### config.mk
export PLATFORM = sky130hd
export DESIGN_NAME = jpeg_zz_quantizer
export DESIGN_NICKNAME = d
export VERILOG_FILES = /design/src/rtl/jpeg_zz_quantizer.sv
export SDC_FILE = /design/constraint.sdc
export NUM_CORES = 2
export LEC_CHECK = 0
export ABC_AREA = 1
export BUFFER_PORTS_ARGS = -buffer_cell sky130_fd_sc_hd__clkbuf_2
export CORE_MARGIN = 10
export CORE_UTILIZATION = 55
export CTS_CLUSTER_DIAMETER = 80
export CTS_CLUSTER_SIZE = 8
export DETAILED_ROUTE_END_ITERATION = 10
export HOLD_SLACK_MARGIN = 0.06
export MAX_ROUTING_LAYER = met4
export PLACE_DENSITY_LB_ADDON = 0.15
export SYNTH_ARGS = -nofsm -noshare
export SYNTH_HDL_FRONTEND = slang
export SYNTH_SLANG_ARGS = --single-unit
export TNS_END_PERCENT = 100
### constraint.sdc
create_clock -name clk -period 5 [get_ports clk]
set_input_delay 0.5 -clock clk [delete_from_list [all_inputs] [get_ports clk]]
set_output_delay 0.5 -clock clk [all_outputs]
set_load 0.02 [all_outputs]
### src/rtl/jpeg_zz_quantizer.sv
// Quantizer stage after the zigzag reorder: multiplies each coefficient by a
// programmable reciprocal, rounds half toward +inf and saturates to QW bits.
module jpeg_zz_quantizer #(
    parameter int DW = 12,
    parameter int QW = 11,
    parameter int RW = 17,
    parameter int SH = 16
) (
    input  logic          clk,
    input  logic          rst,
    input  logic          ena,
    input  logic          dstrb,
    input  logic [DW-1:0] din,
    input  logic          qnt_wr,
    input  logic [5:0]    qnt_addr,
    input  logic [RW-1:0] qnt_val,
    output logic [QW-1:0] dout,
    output logic          douten,
    output logic          dsof,
    output logic          deob,
    output logic          busy
);

    localparam logic [0:0] ST_IDLE = 1'b0;
    localparam logic [0:0] ST_RUN  = 1'b1;

    localparam int PW  = DW + RW + 1;
    localparam int RQW = PW - SH;

    localparam logic [RW-1:0]         UNITY = RW'(64'd1 << SH);
    localparam logic signed [PW-1:0]  RND   = PW'(64'd1 << (SH - 1));
    localparam logic signed [RQW-1:0] QMAX  = RQW'((1 << (QW - 1)) - 1);
    localparam logic signed [RQW-1:0] QMIN  = RQW'(-(1 << (QW - 1)));

    logic [0:0]    state;
    logic [5:0]    cnt;
    logic          accept;
    logic [5:0]    idx;
    logic [RW-1:0] tbl [64];

    logic          s1_valid;
    logic [DW-1:0] s1_din;
    logic [RW-1:0] s1_q;
    logic          s1_first;
    logic          s1_last;

    logic signed [PW-1:0]  prod;
    logic signed [PW-1:0]  prod_rnd;
    logic signed [RQW-1:0] rq;
    logic [QW-1:0]         sat;

    // A start strobe always wins, so a block can be aborted from RUN.
    assign accept = ena & (dstrb | (state == ST_RUN));
    assign idx    = dstrb ? 6'd0 : cnt;
    assign busy   = (state == ST_RUN);

    always_ff @(posedge clk or negedge rst) begin
        if (!rst) begin
            state <= ST_IDLE;
            cnt   <= 6'd0;
        end else if (accept) begin
            if (dstrb) begin
                state <= ST_RUN;
                cnt   <= 6'd1;
            end else if (cnt == 6'd63) begin
                state <= ST_IDLE;
                cnt   <= 6'd0;
            end else begin
                cnt <= cnt + 6'd1;
            end
        end
    end

    // Writes bypass ena; a same-edge S1 read sees the previous entry.
    always_ff @(posedge clk or negedge rst) begin
        if (!rst) begin
            for (int i = 0; i < 64; i++) begin
                tbl[i] <= UNITY;
            end
        end else if (qnt_wr) begin
            tbl[qnt_addr] <= qnt_val;
        end
    end

    always_ff @(posedge clk or negedge rst) begin
        if (!rst) begin
            s1_valid <= 1'b0;
            s1_din   <= '0;
            s1_q     <= '0;
            s1_first <= 1'b0;
            s1_last  <= 1'b0;
        end else if (ena) begin
            s1_valid <= accept;
            if (accept) begin
                s1_din   <= din;
                s1_q     <= tbl[idx];
                s1_first <= (idx == 6'd0);
                s1_last  <= (idx == 6'd63);
            end
        end
    end

    always_comb begin
        prod     = PW'($signed(s1_din)) * PW'($signed({1'b0, s1_q}));
        prod_rnd = prod + RND;
        rq       = RQW'(prod_rnd >>> SH);
        if (rq > QMAX) begin
            sat = QMAX[QW-1:0];
        end else if (rq < QMIN) begin
            sat = QMIN[QW-1:0];
        end else begin
            sat = rq[QW-1:0];
        end
    end

    always_ff @(posedge clk or negedge rst) begin
        if (!rst) begin
            dout   <= '0;
            douten <= 1'b0;
            dsof   <= 1'b0;
            deob   <= 1'b0;
        end else if (ena) begin
            douten <= s1_valid;
            dsof   <= s1_valid & s1_first;
            deob   <= s1_valid & s1_last;
            if (s1_valid) begin
                dout <= sat;
            end
        end
    end

endmodule

==> metrics.md <==
| Metric | Value |
|---|---|
| Sink Count | 1141 |
| RSZ-0062 raised after global routing | yes |
| Fraction of the mapped netlist area in simple logic gates | 0.184 |
| Yosys warning count | 0 |
| Slowest CP cell | fa_1 |
| Worst vdd ir | 2.14 mV |
| Hold WS | 0.203 ns |
| Iter 0 DRT Violations | 5738 |
| First-pass DRT Iterations | 6 |
| ANT nets after route | 0 |
| Status | finished with violations |
| Hold crit path type | input port to flop |
| Fin nets | 7193 |
| Rel. slew slack | 0.193 |
| Gpl congestion | 0.905 |
| Synth Area in Adders | 0.0703 |
| Gate count of the mapped netlist | 7002 |
| Layout cells sized above 1 | 0.101 |
| Hold Violations, Final | 0 |
| Post-DP HPWL | 103 mm |
| Die Ht | 343 um |
| Reg2Reg Setup Slack | -0.05 ns |
| Max FO, Critical Path | 5 |
| Number of flops mapped to enable cells by yosys | 0 |
| Number of global-route vias before repair | 46800 |
| Initial antenna violation count | 5 |
| CP required | 5.61 ns |
| First-pass GRT wire length | 277 mm |
| Async S/R FF share, synth | 1.00 |
| Synth top area share | 0.470 |
| Tmin final | 5.05 ns |
| Final core utilization | 0.625 |
| Largest cells by area after synthesis | dfrtp_1 (47%), o21ai_0 (14%), nand2_1 (11%), nor2_1 (5.4%), fa_1 (5.2%) |
| P&R area growth vs syn | 12.8% |
| H-tree depth | 4 |
| Top_reg_cell synth | dfrtp_1 |
| Worst Tran Pin Value | 1.21 ns |
| Mapped Nets | 7275 |
| Max Freq | 198 MHz |
| Seq cells post-synth | 1141 |
| GR Overflow Total | 0 |
| Fin cells | 8414 |
| Setup Viol. Count Final | 10 |
| Synth area leader | dfrtp_1 |
| Num CTS Buffers | 161 |
| Post-synthesis mux area share | 0 |
| Io pins | 55 |
| TritonCTS clock tree | done |
| Worst Setup Slack, final | -0.0476 ns |
| Overall Global Routing Usage | 0.307 |
| CP Capture Type | flop |
| CP max stage delay | 0.50 ns |
| Clock Skews | 0.0328 ns |
| Clock tree buffer depth | 3 |
| Leakage | 30.1 nW |
| Vias per cell | 5.84 |
| CORE AREA | 103000 um^2 |
| Largest net degree at the start of global routing | 150 |
| Synth Area in XOR/XNOR | 0.00198 |
| Worst Path Arrival | 5.66 ns |
| Register area share after synthesis | 0.499 |
| Worst skew pair latency | 0.76 ns |
| Critical setup path kind | flop to flop |
| Vias | 49100 |
| Synth Area per Inst | 8.19 um^2 |
| Crit-path leading delay family | adder cells |
| Setup crit start kind | flop |
| Total Die Area | 118000 um^2 |
| Avg WL per Cell | 20.9 um |
| Failing checks | negative setup slack |
| Final worst-path cycle share | 1.01 |
| Max Cap Violations | 0 |
| Initial Utilization | 0.554 |
| DRC errors left | 0 |
| I/O Buffers | 54 |
| Post-Route WL | 176 mm |
| Most frequent cells in the layout | nand2_1 (1675), o21ai_0 (1582), dfrtp_1 (1064), nor2_1 (812), inv_1 (309) |
| Placed cells | 8095 |
| Synth cell types | 40 |
| CTS root buf | clkbuf_16 |
| Width of the die | 343 um |
| Clock slew seen by the registers of the worst setup and hold paths | 0.05 ns |
| Buf/Inv on CP | 9 |
| Largest family of logic cells by synthesized area | simple AND/OR/NAND/NOR gates |
| Synthesized area | 57400 um^2 |
| Final Max Slew Viols | 0 |
| # rows | 118 |
| Power per Cell Area | 713 nW/um^2 |
| DP Worst Slack | -0.253 ns |
| Post-synthesis compound-gate area fraction | 0.182 |
| Commonest non-fill, non-tap cell in the layout | nand2_1 |
## area by class of cell
cell class | instances | area, um^2
fill | 8969 | 38800
clock buffer | 261 | 4510
clock inverter | 11 | 176
timing repair buffer | 315 | 2630
multi-input combinational | 4954 | 25700
antenna | 5 | 12.5
sequential | 1141 | 28600
inverter | 347 | 1340
tap | 1380 | 1730
## power by group
group / leakage (nW) / total, W / internal (W) / switching (W)
registers: 15.0 / 0.0113 / 0.0106 / 0.000757
clock network: 2.24 / 0.0102 / 0.00616 / 0.00409
logic: 12.9 / 0.0246 / 0.0102 / 0.0144
total: 30.1 / 0.0461 / 0.0269 / 0.0192
## path summary, 6_finish.rpt
path	from	depth (start not counted)	end
max in group asynchronous	rst	3	tbl[79]$_DFFE_PN0P_
min reg2reg	tbl[177]$_DFFE_PN0P_	2	tbl[177]$_DFFE_PN0P_
min	ena	4	douten$_DFFE_PN0P_
min in group asynchronous	rst	2	tbl[486]$_DFFE_PN0P_
max reg2reg	s1_q[10]$_DFFE_PN0P_	26	dout[4]$_DFFE_PN0P_
max	s1_q[10]$_DFFE_PN0P_	26	dout[4]$_DFFE_PN0P_
## layer usage
metal	part of all wire	GRT usage	up-vias
met5	0	-	-
met4	0.033	0.106	0
met3	0.082	0.0540	311
met2	0.45	0.452	2018
met1	0.44	0.430	24100
li1	-	-	22700
## worst register-to-register path, stage by stage (launching register included)
cell and delay [ns]:
dfrtp_2 0.43, buf_6 0.13, buf_4 0.13, nand2_1 0.05
inv_1 0.05, fa_1 0.50, inv_1 0.05, fa_1 0.48
inv_1 0.05, fa_1 0.45, fa_1 0.49, inv_1 0.05
fa_1 0.49, inv_2 0.05, ha_4 0.29, nand2_4 0.07
nor2_4 0.10, nand2_2 0.07, buf_4 0.14, inv_1 0.07
nand2_1 0.07, nand3_2 0.09, nand2_2 0.06, nand2_2 0.08
nand3_4 0.09, a21oi_4 0.29, a21oi_2 0.10
## kinds of logic (layout without fill, tap and decap cells)
| group | Yosys count | after routing |
|---|---|---|
| AND/OR/NAND/NOR | 2721 | 2721 |
| AO/OA/AOI/OAI | 1986 | 1987 |
| flip-flops | 1141 | 1141 |
| buffers and inverters | 908 | 934 |
| adder cells (fa/ha/maj) | 233 | 233 |
| XOR/XNOR | 13 | 13 |
| other | 0 | 5 |
## state kept, by name, summed over array words and instances (netlist names)
signal and flops:
tbl 1088, deob 1, busy 1, s1_first 1, s1_q 17, s1_last 1
s1_valid 1, dsof 1, douten 1, cnt 6, s1_din 12, dout 11
## repair_timing
action,CTS,global route
pin swaps,27,36
hold buffers,13,0
setup endpoints to repair,11,11
buffers inserted,21,6
endpoints found under the hold margin,73,0
resized for setup,77,65
gates cloned,2,0
## cells in the mapped netlist (2+ instances only)
master / n
nor3_2: 11
o22ai_1: 171
ha_1: 84
inv_1: 322
xor2_1: 8
buf_1: 7
o21a_1: 3
nand4_1: 7
clkinv_1: 19
nor2_1: 823
xnor2_1: 5
nand2_1: 1708
o21ai_0: 1583
fa_1: 149
o211ai_1: 69
or2_2: 5
inv_2: 4
nand3_1: 152
buf_2: 98
o221ai_1: 19
buf_6: 8
buf_4: 2
a21o_1: 4
o21ai_1: 88
nor3_1: 9
dfstp_2: 64
inv_4: 2
clkbuf_1: 446
dfrtp_1: 1077
o21bai_1: 3
a21oi_1: 43
## through the flow
step	total power (W)	area (um^2)	setup TNS (ns)
final	0.0461	64700	-0.357
after global routing	0.0498	64700	-3.04
after CTS	0.0438	64500	-0.0113
after detailed placement	0.0308	59100	-2.36
after global placement	0.0306	59100	-1.53
after floorplan	0.0240	57400	0
Note: power is estimated with default switching activity, not from simulation.
